`src/rtl/pixel_stream_fifo.sv`:
```
// pixel_stream_fifo: single-clock parametrised pixel buffer between a pixel
// source and the channel-unpacking/display stage. Channel 0 sits in the MSBs.
// Provides fill level, almost-full/almost-empty thresholds and sticky
// overflow/underflow flags.
// Build option: define PIXEL_FIFO_FWFT_EN for first-word fall-through output.
// Without it, dout is a registered read with 1-clock latency.
module pixel_stream_fifo #(
    parameter int CH_W      = 8,
    parameter int CH_NUM    = 3,
    parameter int DEPTH     = 16,
    parameter int AF_THRESH = 14,
    parameter int AE_THRESH = 2
) (
    input  logic                       clk,
    input  logic                       rst,
    input  logic                       wr_en,
    input  logic [CH_NUM*CH_W-1:0]     din,
    input  logic                       rd_en,
    input  logic                       clr_err,
    output logic [CH_NUM*CH_W-1:0]     dout,
    output logic                       dout_valid,
    output logic                       full,
    output logic                       empty,
    output logic                       almost_full,
    output logic                       almost_empty,
    output logic [$clog2(DEPTH):0]     level,
    output logic                       overflow,
    output logic                       underflow
);

    localparam int PW = CH_NUM * CH_W;
    localparam int AW = $clog2(DEPTH);
    localparam int LW = AW + 1;

    localparam logic [LW-1:0] DEPTH_L = LW'(DEPTH);
    localparam logic [LW-1:0] AF_L    = LW'(AF_THRESH);
    localparam logic [LW-1:0] AE_L    = LW'(AE_THRESH);

    logic [PW-1:0] mem_q [DEPTH];

    logic [AW-1:0] wr_ptr_q, wr_ptr_d;
    logic [AW-1:0] rd_ptr_q, rd_ptr_d;
    logic [LW-1:0] level_q, level_d;
    logic          full_q, empty_q, af_q, ae_q;
    logic          ovf_q, ovf_d, udf_q, udf_d;
    logic          wr_acc, rd_acc;

    // Acceptance uses the registered full/empty from before the edge, so a
    // simultaneous read+write at full or empty only accepts one side.
    always_comb begin
        wr_acc   = wr_en && !full_q;
        rd_acc   = rd_en && !empty_q;
        wr_ptr_d = wr_acc ? wr_ptr_q + AW'(1) : wr_ptr_q;
        rd_ptr_d = rd_acc ? rd_ptr_q + AW'(1) : rd_ptr_q;
        level_d  = level_q;
        if (wr_acc && !rd_acc) begin
            level_d = level_q + LW'(1);
        end else if (rd_acc && !wr_acc) begin
            level_d = level_q - LW'(1);
        end
        // a new error event in the same cycle as clr_err keeps the flag set
        ovf_d = (ovf_q && !clr_err) || (wr_en && full_q);
        udf_d = (udf_q && !clr_err) || (rd_en && empty_q);
    end

    // Pointers, level, status (from the post-edge level) and sticky flags.
    always_ff @(posedge clk or negedge rst) begin
        if (!rst) begin
            wr_ptr_q <= '0;
            rd_ptr_q <= '0;
            level_q  <= '0;
            full_q   <= 1'b0;
            empty_q  <= 1'b1;
            af_q     <= 1'b0;
            ae_q     <= 1'b1;
            ovf_q    <= 1'b0;
            udf_q    <= 1'b0;
        end else begin
            wr_ptr_q <= wr_ptr_d;
            rd_ptr_q <= rd_ptr_d;
            level_q  <= level_d;
            full_q   <= (level_d == DEPTH_L);
            empty_q  <= (level_d == '0);
            af_q     <= (level_d >= AF_L);
            ae_q     <= (level_d <= AE_L);
            ovf_q    <= ovf_d;
            udf_q    <= udf_d;
        end
    end

    // Pixel storage; deliberately not reset so it maps onto plain RAM.
    always_ff @(posedge clk) begin
        if (wr_acc) begin
            mem_q[wr_ptr_q] <= din;
        end
    end

`ifdef PIXEL_FIFO_FWFT_EN
    // Head entry is always on dout; zero whenever nothing is stored.
    always_comb begin
        dout       = '0;
        dout_valid = !empty_q;
        if (!empty_q) begin
            dout = mem_q[rd_ptr_q];
        end
    end
`else
    logic [PW-1:0] dout_q;
    logic          dout_valid_q;

    // Registered read: capture the head on an accepted read, hold otherwise.
    always_ff @(posedge clk or negedge rst) begin
        if (!rst) begin
            dout_q       <= '0;
            dout_valid_q <= 1'b0;
        end else begin
            dout_valid_q <= rd_acc;
            if (rd_acc) begin
                dout_q <= mem_q[rd_ptr_q];
            end
        end
    end

    assign dout       = dout_q;
    assign dout_valid = dout_valid_q;
`endif

    assign full         = full_q;
    assign empty        = empty_q;
    assign almost_full  = af_q;
    assign almost_empty = ae_q;
    assign level        = level_q;
    assign overflow     = ovf_q;
    assign underflow    = udf_q;

endmodule

```
`config.mk`:
```
export PLATFORM = sky130hd
export DESIGN_NAME = pixel_stream_fifo
export DESIGN_NICKNAME = d
export VERILOG_FILES = /design/src/rtl/pixel_stream_fifo.sv
export SDC_FILE = /design/constraint.sdc
export NUM_CORES = 1
export LEC_CHECK = 0
export CAP_MARGIN = 20
export CORE_MARGIN = 4
export CORE_UTILIZATION = 60
export CTS_CLUSTER_SIZE = 10
export DETAILED_ROUTE_END_ITERATION = 12
export GPL_TIMING_DRIVEN = 0
export HOLD_SLACK_MARGIN = 0.02
export PLACE_DENSITY = 0.79
export SYNTH_ARGS = -nofsm -noshare
export SYNTH_HDL_FRONTEND = slang
export SYNTH_SLANG_ARGS = --single-unit
export TNS_END_PERCENT = 1
```
`constraint.sdc`:
```
create_clock -name clk -period 2.85 [get_ports clk]
set_clock_uncertainty 0.15 [all_clocks]
set_input_delay 0.57 -clock clk [delete_from_list [all_inputs] [get_ports clk]]
set_output_delay 0.57 -clock clk [all_outputs]
set_load 0.01 [all_outputs]
```
==> flow_summary.toml <==
[die]
rows = 60
start_util_pct = 61.0
dieArea_um2 = 30100
die_w_um = 174
die_h_um = 174
fp.coreArea_um2 = 27000
ios = 65

[cells_and_area]
final_nets = 904
final_util_pct = 70.9
antennaDiodeCount = 0
drive_above_1_share_pct = 23.7
syn_to_final_growth_pct = 16.2
final_cells = 1244

[routing]
drt-total-wl_um = 36300
drt_iter0_drc = 957
ant_nets = 0
routedWlPerCell_um = 29.2
first_pass_iters = 6
viasPerCell = 6.61
routed-via-count = 8217
drc = 0

[synthesis]
syn_area_per_cell_um2 = 22.0
synth_edf_count = 384
yosysSeqAreaShare_pct = 76.8
synth_ff_type = "edfxtp_1"
synth_fp_nets = 783
synthesis.area_um2 = 16400
ys_top_cells_by_area = "edfxtp_1 70%, mux4_2 13%, dfrtp_1 6.4%, mux2_2 1.7%, a221o_1 1.5%"
synth_seq_cells = 428
ys_types = 35
postSynthCellCount = 747
yosysWarnings = 0
synth_top_area_cell = "edfxtp_1"
synth.top_cell.area_share_pct = 70.1
async_flop_share_pct = 10.3

[cts]
cts_buffers = 49
cts-root-buf = "clkbuf_16"
clock_latency_ps = 550
cts_sinks = 428
cts_tree = "done"
clk_pin_slew_ps = 60
clockBufferDepth = 3
h-tree-depth = 2

[placed_design]
place.gp.congestion = 0.827
dp.cells = 1158
numPortBuffers = 64
place_ws_ps = -299
dp_hpwl_um = 21100

[grt]
grt_antenna_before_repair = 1
grt_pass1_vias = 8725
grt_pass1_wl_um = 54900
grt_util_all_layers_pct = 24.4
overflow = 0
grt_max_degree = 36

[power_and_ir_drop]
irDropWorstVdd_mv = 0.674
p_leak_nw = 6.28
powerDensity_nw_per_um2 = 1010
finalPower_mw = 19.4

[timing]
hold_viol_final = 0
worst_slack_ps = 178
relSlewSlack_pct = 37.8
setup_viol = 0
min_period_over_period_pct = 93.8
rsz0062_at_grt = "false"
whs_ps = 308
timing.fmax_mhz = 374
finalMaxSlewViolations = 0
worst_pin_slew_ps = 933
min_period_ps = 2670

[worst_setup_path]
path_max_fanout = 19
ff2ff_setup_slack_ps = 180
endpoint_kind = "register"
cp-start-kind = "register"
required_ps = 3130
critPathKind = "register to register"
arrival_ps = 2960

[min_path]
hold_class = "input pin to asynchronous set/reset pin"

[outcome]
outcome = "finished, final reports clean"

[flow_run]
drv_cap = 0
sequential cells by signal, indices dropped and copies added, names as in the netlist:
signal        flops
empty             1
rd_ptr_q          4
full              1
overflow          1
wr_ptr_q          4
mem_q           384
underflow         1
almost_empty      1
level             5
dout_valid        1
almost_full       1
dout             24
critical path, cell delays in order (launching register included):
cell and delay, ps:
dfrtp_1 320, buf_2 180, buf_2 550, buf_2 420, mux4_2 370, mux2i_1 190, nor3_1 90, a221o_1 290
cell families (layout without fill, tap and decap cells):
logic type	after synthesis	count (layout)	share of synthesized area (%)
buffers and inverters	49	205	1.55
AOI/OAI and AO/OA	34	34	1.86
DFF	428	428	76.8
adders and majority gates	7	7	0.533
muxes	145	145	16.3
xor gates and xnor gates	10	10	0.533
and+or+nand+nor	74	74	2.35
path summary, 6_finish.rpt:
check	cells past startpoint	startpoint	end
max	7	rd_ptr_q[2]	dout[14]
min	2	rst	dout[17]
max reg2reg	7	rd_ptr_q[2]	dout[14]
min reg2reg	1	dout[19]	dout[19]
max in group asynchronous	3	rst	almost_empty
min in group clk	1	dout[19]	dout[19]
placed cells by master, fill, tap and decap left out, types with 3 or more instances in the layout:
cell,n
and2_1,6
nor2_1,6
buf_16,5
a221o_1,24
edfxtp_1,384
clkbuf_1,52
nor4_1,3
buf_1,3
clkdlybuf4s50_1,63
inv_1,7
ha_1,7
mux2i_1,24
mux2_2,25
and2_2,11
o21ai_0,4
buf_2,10
clkbuf_16,51
dfrtp_1,42
buf_6,8
nor3_1,26
nand2_1,11
mux4_2,96
xnor2_1,9
routing by layer:
| metal | global-route usage, % | wire (um) |
|---|---|---|
| met5 | 0 | 13 |
| met4 | 8.08 | 1040 |
| met3 | 4.97 | 3200 |
| met2 | 39.2 | 18100 |
| met1 | 34.5 | 14000 |
area by class of cell:
type	count	area, um2
clock inverter	3	22.5
timing repair buffer	71	803
multi-input combinational	270	3560
fill	1509	7850
clock buffer	83	1400
sequential	428	12600
inverter	8	30.0
tap	341	427
buffer	40	221
stage by stage:
| step | TNS, ps | area [um2] |
|---|---|---|
| 6_report | 0 | 19100 |
| 2_1_floorplan | 0 | 16400 |
| 5_1_grt | 0 | 19100 |
| 4_1_cts | 0 | 19100 |
| 3_5_place_dp | -40440 | 17700 |
| 3_3_place_gp | -202360 | 17500 |
synth_stat cells, types with 3 or more instances:
library cell / instances
edfxtp_1: 384
mux4_2: 96
dfrtp_1: 42
nor3_1: 26
mux2_2: 25
a221o_1: 24
mux2i_1: 24
clkbuf_1: 21
and2_1: 17
nand2_1: 11
buf_2: 9
xnor2_1: 9
buf_6: 8
ha_1: 7
inv_1: 7
nor2_1: 6
o21ai_0: 4
buf_1: 3
nor4_1: 3
what timing repair did:
| item | CTS | global route |
|---|---|---|
| hold buffers | 1 | 0 |
| buffers inserted | 0 | 0 |
| endpoints found under the hold margin | 9 | 0 |
| setup endpoints to repair | 1 | 0 |
| resized for setup | 0 | 0 |
where the power goes:
| group | leakage (nW) | total, mW | internal [mW] | switching (mW) |
|---|---|---|---|---|
| registers | 4.00 | 8.11 | 7.73 | 0.378 |
| logic | 1.60 | 5.68 | 2.76 | 2.91 |
| clock network | 0.679 | 5.60 | 3.30 | 2.29 |
Note: power is estimated with default switching activity, not from simulation.
